[src/rtl/usb_pkt_pkg.sv]
// Shared USB packet definitions for the SIE transmit and receive paths.
//   usb_pid_t       : 4-bit PID encodings used by this SIE
//   tx_state_t      : transmit controller FSM states
//   CRC16_*         : CRC16 constants (polynomial 0x8005, reflected form 0xA001)
//   usb_crc16_byte  : one byte of reflected (LSB-first) CRC16 update
//   usb_pid_byte    : PID byte as sent on the wire, {~pid, pid}
package usb_pkt_pkg;

  typedef enum logic [3:0] {
    PID_ACK   = 4'h2,
    PID_NAK   = 4'hA,
    PID_STALL = 4'hE,
    PID_DATA0 = 4'h3,
    PID_DATA1 = 4'hB
  } usb_pid_t;

  typedef enum logic [2:0] {
    TX_IDLE,
    TX_SEND_PID,
    TX_SEND_DATA,
    TX_CRC_LO,
    TX_CRC_HI,
    TX_GAP
  } tx_state_t;

  localparam logic [15:0] CRC16_POLY      = 16'h8005;
  localparam logic [15:0] CRC16_POLY_REFL = 16'hA001;
  localparam logic [15:0] CRC16_INIT      = 16'hFFFF;
  // Remainder left in the reflected register after a good packet (data + CRC).
  localparam logic [15:0] CRC16_RESIDUAL  = 16'hB001;

  // Bits enter LSB first, matching USB bit order on the wire.
  function automatic logic [15:0] usb_crc16_byte(input logic [15:0] crc,
                                                 input logic [7:0]  data);
    logic [15:0] c;
    c = crc;
    for (int i = 0; i < 8; i++) begin
      if (c[0] ^ data[i]) c = (c >> 1) ^ CRC16_POLY_REFL;
      else                c = c >> 1;
    end
    return c;
  endfunction

  function automatic logic [7:0] usb_pid_byte(input logic [3:0] pid);
    return {~pid, pid};
  endfunction

endpackage

[src/rtl/usb_crc16.sv]
// Registered byte-wide USB CRC16 (reflected 0xA001, init 16'hFFFF).
//   clk  : clock
//   rst  : asynchronous active-high reset, loads the init value
//   init : synchronous reload of the init value (start of packet)
//   en   : fold data into the CRC this cycle
//   data : byte to fold in
//   crc  : current CRC register (not inverted)
module usb_crc16
  import usb_pkt_pkg::*;
(
  input  logic        clk,
  input  logic        rst,
  input  logic        init,
  input  logic        en,
  input  logic [7:0]  data,
  output logic [15:0] crc
);

  logic [15:0] crc_q;

  always_ff @(posedge clk or posedge rst) begin
    if (rst)       crc_q <= CRC16_INIT;
    else if (init) crc_q <= CRC16_INIT;
    else if (en)   crc_q <= usb_crc16_byte(crc_q, data);
  end

  assign crc = crc_q;

endmodule

[src/rtl/usb_sie_tx_ctrl.sv]
// USB SIE transmit packet controller feeding the UTMI transmit interface.
// Arbitrates handshake (priority) and data packet requests, sends the PID
// byte, streams payload from a first-word-fall-through endpoint buffer,
// appends the inverted CRC16 low byte first, then holds off the next grant
// for GAP_CYCLES cycles.
//   clk, rst           : clock, asynchronous active-high reset
//   hs_req/hs_pid      : handshake request (level) and PID
//   hs_gnt             : one-cycle grant pulse for the handshake
//   data_req/data_pid  : data packet request (level) and PID
//   data_len           : payload length, sampled at grant, clamped to MAX_PKT_SIZE
//   data_gnt           : one-cycle grant pulse for the data packet
//   pl_data/pl_rd      : payload byte (FWFT) and its pop strobe
//   tx_done            : pulse the cycle after the last byte is accepted
//   busy               : high while a packet or its gap is in progress
//   rx_active          : receive in progress, blocks new grants
//   utmi_data_out/utmi_tx_valid/utmi_tx_ready : UTMI transmit handshake
module usb_sie_tx_ctrl
  import usb_pkt_pkg::*;
#(
  parameter int MAX_PKT_SIZE = 64,
  parameter int GAP_CYCLES   = 16
) (
  input  logic        clk,
  input  logic        rst,
  input  logic        hs_req,
  input  logic [3:0]  hs_pid,
  output logic        hs_gnt,
  input  logic        data_req,
  input  logic [3:0]  data_pid,
  input  logic [10:0] data_len,
  output logic        data_gnt,
  input  logic [7:0]  pl_data,
  output logic        pl_rd,
  output logic        tx_done,
  output logic        busy,
  input  logic        rx_active,
  output logic [7:0]  utmi_data_out,
  output logic        utmi_tx_valid,
  input  logic        utmi_tx_ready
);

  localparam int          GAP_W    = (GAP_CYCLES > 1) ? $clog2(GAP_CYCLES) : 1;
  localparam logic [GAP_W-1:0] GAP_LOAD = GAP_W'(GAP_CYCLES - 1);
  localparam logic [10:0] MAX_LEN  = 11'(MAX_PKT_SIZE);

  tx_state_t        state_q, state_d;
  logic [GAP_W-1:0] gap_q;
  logic             done_q;

  // Packet context, captured at grant; only meaningful outside IDLE.
  logic             is_hs_q;
  logic [3:0]       pid_q;
  logic [10:0]      len_q;
  logic [10:0]      cnt_q;

  logic        idle;
  logic        grant_hs, grant_data, grant;
  logic        accept;
  logic        last_payload;
  logic        last_accept;
  logic        crc_en;
  logic [10:0] clamped_len;
  logic [15:0] crc;

  assign idle        = (state_q == TX_IDLE);
  // Handshake wins; data stays pending while hs_req is up.
  assign grant_hs    = idle && hs_req && !rx_active;
  assign grant_data  = idle && !hs_req && data_req && !rx_active;
  assign grant       = grant_hs || grant_data;
  assign clamped_len = (data_len > MAX_LEN) ? MAX_LEN : data_len;
  assign accept      = utmi_tx_valid && utmi_tx_ready;
  assign last_payload = ((cnt_q + 11'd1) == len_q);
  assign crc_en      = (state_q == TX_SEND_DATA) && accept;

  usb_crc16 u_crc (
    .clk  (clk),
    .rst  (rst),
    .init (grant),
    .en   (crc_en),
    .data (pl_data),
    .crc  (crc)
  );

  // Next state and outputs
  always_comb begin
    state_d       = state_q;
    utmi_tx_valid = 1'b0;
    utmi_data_out = 8'h00;
    pl_rd         = 1'b0;
    last_accept   = 1'b0;
    case (state_q)
      TX_IDLE: begin
        if (grant) state_d = TX_SEND_PID;
      end
      TX_SEND_PID: begin
        utmi_tx_valid = 1'b1;
        utmi_data_out = usb_pid_byte(pid_q);
        if (utmi_tx_ready) begin
          if (is_hs_q) begin
            state_d     = TX_GAP;
            last_accept = 1'b1;
          end else if (len_q == 11'd0) begin
            state_d = TX_CRC_LO;
          end else begin
            state_d = TX_SEND_DATA;
          end
        end
      end
      TX_SEND_DATA: begin
        // The FWFT head is the output register here: it stays stable until
        // popped and shows the next byte the cycle after the pop.
        utmi_tx_valid = 1'b1;
        utmi_data_out = pl_data;
        pl_rd         = utmi_tx_ready;
        if (utmi_tx_ready && last_payload) state_d = TX_CRC_LO;
      end
      TX_CRC_LO: begin
        utmi_tx_valid = 1'b1;
        utmi_data_out = ~crc[7:0];
        if (utmi_tx_ready) state_d = TX_CRC_HI;
      end
      TX_CRC_HI: begin
        utmi_tx_valid = 1'b1;
        utmi_data_out = ~crc[15:8];
        if (utmi_tx_ready) begin
          state_d     = TX_GAP;
          last_accept = 1'b1;
        end
      end
      TX_GAP: begin
        if (gap_q == '0) state_d = TX_IDLE;
      end
      default: state_d = TX_IDLE;
    endcase
  end

  assign hs_gnt   = grant_hs;
  assign data_gnt = grant_data;
  assign busy     = !idle;
  assign tx_done  = done_q;

  // Control registers
  always_ff @(posedge clk or posedge rst) begin
    if (rst) begin
      state_q <= TX_IDLE;
      gap_q   <= '0;
      done_q  <= 1'b0;
    end else begin
      state_q <= state_d;
      done_q  <= last_accept;
      if (last_accept)                          gap_q <= GAP_LOAD;
      else if (state_q == TX_GAP && gap_q != '0) gap_q <= gap_q - 1'b1;
    end
  end

  // Packet context registers
  always_ff @(posedge clk) begin
    if (grant) begin
      is_hs_q <= grant_hs;
      pid_q   <= grant_hs ? hs_pid : data_pid;
      len_q   <= grant_hs ? 11'd0 : clamped_len;
      cnt_q   <= 11'd0;
    end else if (crc_en) begin
      cnt_q <= cnt_q + 11'd1;
    end
  end

endmodule

[config.mk]
export PLATFORM = sky130hd
export DESIGN_NAME = usb_sie_tx_ctrl
export DESIGN_NICKNAME = d
export VERILOG_FILES = /design/src/rtl/usb_pkt_pkg.sv /design/src/rtl/usb_crc16.sv /design/src/rtl/usb_sie_tx_ctrl.sv
export SDC_FILE = /design/constraint.sdc
export NUM_CORES = 1
export LEC_CHECK = 0
export BUFFER_PORTS_ARGS = -buffer_cell sky130_fd_sc_hd__buf_2
export CORE_UTILIZATION = 53
export CTS_BUF_LIST = sky130_fd_sc_hd__clkbuf_8
export DETAILED_ROUTE_END_ITERATION = 10
export PLACE_DENSITY = 0.75
export SETUP_SLACK_MARGIN = 0.02
export SLEW_MARGIN = 20
export SYNTH_ARGS = -nofsm -noshare
export SYNTH_HDL_FRONTEND = slang
export SYNTH_SLANG_ARGS = --single-unit
[constraint.sdc]
create_clock -name clk -period 2.3 [get_ports clk]
set_input_delay 0.46 -clock clk [delete_from_list [all_inputs] [get_ports clk]]
set_output_delay 0.46 -clock clk [all_outputs]
set_load 0.01 [all_outputs]
==> results.yml, run 1 <==
worst_setup_path:
  worstPathRequired_ns: 1.84
  r2r_setup_slack_ns: 0.11
  cp_max_fo: 8
  timing.critical_path.from_type: "flop"
  reg2reg_from: "cnt_q[1]$_SDFFE_PP0P_"
  worstSetupEndpointType: "output pin"
  r2r-end: "state_q[2]$_DFFE_PP0P_"
  arrival_ns: 1.80
  reg2reg_depth: 7
  worstSetupPathType: "flop to output pin"
timing:
  fin_crit_sh_pct: 98.3
  fin_skew_ns: 0.0108
  drv_slew: 0
  setup_tns_ns: 0
  fin_hold_ws_ns: 0.171
  relSlewSlack_pct: 63.0
  rsz0062_at_grt: "true"
  fmax_ghz: 0.442
  tightest_slew_ns: 0.555
  setup_violations: 0
  finalHoldViolCount: 0
  fin_crit_ns: 2.26
synth:
  synth_top_family_by_area: "simple AND/OR/NAND/NOR gates"
  synth_top_area_share_pct: 15.9
  synth_xor_area_share_pct: 10.3
  synth_async_sr_flop_share_pct: 47.1
  synthTopCellsByArea: "edfxtp_1 16%, dfstp_2 14%, dfxtp_1 7.3%, xnor2_1 7.2%, dfrtp_1 6.6%"
  synth_mux_area_share_pct: 3.36
  netlist_area_mm2: 0.00302
  yosysWarnings: 0
  ys_ff_latch: 51
  synth_compound_area_share_pct: 18.3
  synthSimpleGateAreaFrac_pct: 18.6
  synth.avg_cell_area_um2: 9.15
  ys_seq_area_share_pct: 43.7
  synth_most_common_cell: "nand2_1"
  syn_inst: 330
  synthAdderAreaFrac_pct: 0.829
  synth_top_area_cell: "edfxtp_1"
  synth_common_cells: "30 x nand2_1, 27 x nor2_1, 25 x xnor2_1, 24 x o21ai_0, 20 x inv_1"
  synthFlopType: "edfxtp_1"
  ys_types: 55
  synth-edff-count: 16
floorplanning:
  fp.dieH_um: 77.5
  die-area_mm2: 0.00600
  fp-row-count: 27
  die_x_um: 77.5
  ios: 47
  initial_utilization_pct: 54.9
  core_area_mm2: 0.00551
run:
  drv_cap: 0
clocking:
  root_buffer: "clkbuf_8"
  cts_buffers: 5
  hold_buffers: 0
  clk-insertion-delay-late_ns: 0.31
  clkSinkCount: 51
  cts_tree: "done"
  clockBufferDepth: 2
  h-tree-depth: 2
  cts.clk_slew.worst_paths_ns: 0.10
placement:
  place_congestion: 0.884
  dpl.cell_count: 461
  dp_hpwl_um: 5380
  port-buffer-count: 46
detailed_routing:
  drc: 0
  dr.pass1.iters: 5
  drtAntennaViolNets: 0
  wl_per_cell_um: 15.8
  wirelength_um: 7480
  vias: 2772
  viasPerCell: 5.85
  drt-initial-drc-count: 336
min_path:
  hp-class: "primary input to async pin"
cells_and_area:
  nets: 436
  fin_cells: 474
  multi_input_area_mm2: 0.00161
  syn2layout_area_growth_pct: 22.8
  num_antenna_cells: 0
  drive_above_1_share_pct: 29.9
  ff_latch_area_mm2: 0.00133
  fillCellCount: 453
global_routing:
  track_usage_pct: 25.6
  grt_pass1_wl_um: 12100
  grt_pass1_vias: 2545
  grt.overflow.total: 0
  grt_max_degree: 18
  antenna_found_initial: 0
pwr:
  p_per_area_mw_per_mm2: 1150
  power_leakage_nw: 1.54
  ir_drop_uv: 717
run_status:
  status: "complete, no violations"
==> area by class of cell <==
cell class                 count  area share (%)
multi-input combinational    245            43.5
clock inverter                 3            1.28
sequential                    51            35.8
timing repair buffer          78            13.1
inverter                      20            2.02
clock buffer                   5            1.86
tap                           72            2.43
==> report_power, final <==
part	internal [mW]	total [mW]	switching, mW
combinational	1.08	2.17	1.09
sequential	1.22	1.45	0.225
clock	0.330	0.659	0.329
total	2.64	4.28	1.64
==> state kept, by name, indices dropped and copies added, names as in the netlist <==
name	count
pid_q	4
gap_q	4
is_hs_q	1
len_q	11
cnt_q	11
state_q	3
u_crc.crc	16
tx_done	1
==> how the worst max path moves through the flow <==
stage                                 startpoint                     end
after global placement     cnt_q[1]$_SDFFE_PP0P_  state_q[2]$_DFFE_PP0P_
after CTS                  cnt_q[1]$_SDFFE_PP0P_  state_q[2]$_DFFE_PP0P_
after detailed placement   cnt_q[1]$_SDFFE_PP0P_  state_q[2]$_DFFE_PP0P_
final                     state_q[1]$_DFFE_PP0P_        utmi_data_out[5]
after global routing       cnt_q[0]$_SDFFE_PP0P_  state_q[2]$_DFFE_PP0P_
after floorplan            cnt_q[1]$_SDFFE_PP0P_  state_q[2]$_DFFE_PP0P_
==> critical path, stage by stage (launching register included) <==
cell     delay, ns
dfrtp_2       0.50
or3b_2        0.50
buf_6         0.16
o22ai_1       0.17
buf_2         0.16
==> layer usage <==
layer | share of wire, % | routed length [um] | GRT usage [%] | vias up
li1 | - | - | - | 1323
met1 | 44 | 3310 | 34.5 | 1302
met2 | 48 | 3580 | 41.0 | 130
met3 | 5.9 | 442 | 4.24 | 17
met4 | 2.0 | 148 | 9.81 | 0
met5 | 0 | 0 | 0 | -
==> metrics by stage <==
step                power [mW]  setup WS (ns)  cell area (um^2)  utilization, %
global placement          3.41         0.0812              3500            63.6
finish                    4.28         0.0399              3710            67.3
CTS                       4.14         0.0229              3620            65.8
global route              4.56       0.000394              3710            67.3
floorplan                 2.79         0.0568              3050               -
detailed placement        3.46         0.0267              3500            63.6
==> placed cells by master, fill, tap and decap left out, types with 3 or more instances in the layout <==
master,count
a21oi_1,16
o22a_1,5
inv_1,19
a31oi_1,7
o211ai_1,6
and2_1,8
dfrtp_1,6
nand3_1,6
nand4_1,7
nor2_1,27
buf_2,46
o22ai_1,8
buf_4,30
nor4_1,4
dfstp_2,16
nand2_1,30
xnor2_1,25
dfxtp_2,3
o21ai_0,24
a22oi_1,7
clkbuf_8,5
edfxtp_1,16
mux2i_1,9
dfxtp_1,8
conb_1,4
xor2_1,8
or4_1,3
==> cells by family after synthesis <==
kind of cell / count (synthesis)
AOI/OAI and AO/OA: 87
muxes: 10
DFF: 51
and+or+nand+nor: 108
xor gates and xnor gates: 34
adders and majority gates: 2
other: 1
buffers and inverters: 37
==> timing repair <==
action / in CTS / in global routing
setup buffers: 0 / 5
setup endpoints to repair: 6 / 9
pin swaps: 0 / 5
hold endpoints to repair: 0 / 0
gates resized for setup: 2 / 11
(Power assumes the default switching activity.)
==> run 2, diff against run 1 <==
--- a/config.mk
+++ b/config.mk
@@ -9,7 +9,7 @@
 export CORE_UTILIZATION = 53
 export CTS_BUF_LIST = sky130_fd_sc_hd__clkbuf_8
 export DETAILED_ROUTE_END_ITERATION = 10
-export PLACE_DENSITY = 0.75
+export PLACE_DENSITY = 0.89
 export SETUP_SLACK_MARGIN = 0.02
 export SLEW_MARGIN = 20
 export SYNTH_ARGS = -nofsm -noshare
==> run 2 against run 1 <==
Compared with the run above: register-to-register slack got worse by 0.10 ns; cell area is 1.1% lower; final cell count down 0.21%; hold slack improved by 0.0031 ns; critical path type is now flop to flop; global-route usage shrank 0.91 points; largest cell class unchanged; sequential cell count unchanged; routed wire length decreased by 1.9%.
==> results.yml, run 2 (synthesized netlist as in run 1, its figures left out) <==
run_status:
  status: "complete, no violations"
placement:
  dp_hpwl_um: 5250
  place_congestion: 0.953
  port-buffer-count: 46
  place_area_mm2: 0.00350
worst_setup_path:
  cp_max_fo: 5
  worstSetupPathType: "flop to flop"
  worstSetupEndpointType: "flop"
  critPathLaunch: "cnt_q[1]$_SDFFE_PP0P_"
  slowest_delay_ns: 0.52
  cp_num_buf_inv: 0
  reg2reg_depth: 7
  path_cells: "ha_4 > nand3_4 > o31a_1 > or4_4 > a32oi_2 > a31oi_1 > mux2_1"
  reg2reg_from: "cnt_q[1]$_SDFFE_PP0P_"
  crit_family: "compound AO/OA/AOI/OAI gates"
  arrival_ns: 2.48
  r2r_setup_slack_ns: 0.008
  crit_path_top_delay_cell: "or4_4"
  r2r-end: "state_q[2]$_DFFE_PP0P_"
  worstPathRequired_ns: 2.49
  timing.critical_path.from_type: "flop"
clocking:
  clk-insertion-delay-late_ns: 0.31
  hold_buffers: 0
  cts.clk_slew.worst_paths_ns: 0.09
  clockBufferDepth: 2
  h-tree-depth: 2
  cts_buffers: 5
  cts_tree: "done"
  clkSinkCount: 51
  root_buffer: "clkbuf_8"
floorplanning:
  core_area_mm2: 0.00551
  initial_utilization_pct: 54.9
  fp-row-count: 27
  ios: 47
  fp.dieH_um: 77.5
  die-area_mm2: 0.00600
  die_x_um: 77.5
cells_and_area:
  final_common_cell: "buf_2"
  syn2layout_area_growth_pct: 21.4
  drive_above_1_share_pct: 29.2
  ff_latch_area_mm2: 0.00133
  final_cell_mix: "46 x buf_2, 31 x buf_4, 30 x nand2_1"
  nets: 435
  fillCellCount: 407
  stdcell_area_mm2: 0.00367
  largest_reg_flops: 16
  num_antenna_cells: 0
  multi_input_area_mm2: 0.00163
detailed_routing:
  dr.pass1.iters: 5
  viasPerCell: 5.95
  drc: 0
  drtAntennaViolNets: 0
  wirelength_um: 7340
  wl_per_cell_um: 15.5
  vias: 2812
  drt-initial-drc-count: 303
timing:
  finalHoldViolCount: 0
  fmax_ghz: 0.436
  drv_slew: 0
  fin_crit_ns: 2.29
  fin_skew_ns: 0.00649
  fin_crit_sh_pct: 99.7
  fin_hold_ws_ns: 0.174
  setup_violations: 0
min_path:
  hp-class: "primary input to async pin"
pwr:
  p_total_mw: 4.11
  power_leakage_nw: 1.53
  p_per_area_mw_per_mm2: 1120
  ir_drop_uv: 526
global_routing:
  grt_pass1_vias: 2614
  antenna_found_initial: 0
  grt_max_degree: 25
  track_usage_pct: 24.7
  grt.overflow.total: 0
  grt_pass1_wl_um: 11600
run:
  drv_cap: 0
## run 2: what timing repair did
action                     4_1_cts  5_1_grt
setup buffers                    0        4
pin swaps                        0        5
gates resized for setup          1       10
setup endpoints to repair        1        4
## run 2: worst max path at each step
stage / slack [ns] / cells after the start / end
5_1_grt: -0.07 / 8 / state_q[2]$_DFFE_PP0P_
3_3_place_gp: 0.08 / 7 / state_q[2]$_DFFE_PP0P_
3_5_place_dp: 0.05 / 7 / state_q[2]$_DFFE_PP0P_
6_report: 0.008 / 7 / state_q[2]$_DFFE_PP0P_
2_1_floorplan: 0.06 / 7 / state_q[2]$_DFFE_PP0P_
4_1_cts: 0.02 / 7 / state_q[2]$_DFFE_PP0P_
## run 2: layer usage
layer | vias up | wire [um] | global-route usage [%]
li1 | 1316 | - | -
met4 | 0 | 222 | 12.5
met3 | 28 | 533 | 4.00
met2 | 149 | 3490 | 40.0
met5 | - | 0 | 0
met1 | 1319 | 3100 | 31.8
## run 2: cell type report
type | count | share of cell area, %
multi-input cells | 245 | 44.4
flip-flops and latches | 51 | 36.1
repair buffers | 77 | 12.6
well taps | 72 | 2.46
inverters | 20 | 2.05
clock buffers | 5 | 1.88
clock inverters | 3 | 0.444
## run 2: worst reg2reg max path, delay by kind of cell, from the launching register on
kind,cells,cell delay (ns)
AOI/OAI and AO/OA,3,0.67
adders and majority gates,1,0.18
and+or+nand+nor,2,0.60
muxes,1,0.37
DFF,1,0.36
## run 2: per-stage QoR
| stage | TNS [ns] | setup slack (ns) | std cells | util (%) |
|---|---|---|---|---|
| finish | 0 | 0.00779 | 473 | 66.6 |
| CTS | 0 | 0.0239 | 469 | 65.2 |
| global placement | 0 | 0.0819 | 461 | 63.6 |
| detailed placement | 0 | 0.0532 | 461 | 63.6 |
| floorplan | 0 | 0.0568 | 333 | - |
| global route | -0.0712 | -0.0657 | 473 | 66.6 |
## run 2: where the power goes
| part | switching, mW | leakage, nW | internal, mW |
|---|---|---|---|
| sequential | 0.200 | 0.498 | 1.22 |
| combinational | 1.11 | 0.982 | 1.06 |
| clock | 0.306 | 0.0453 | 0.209 |
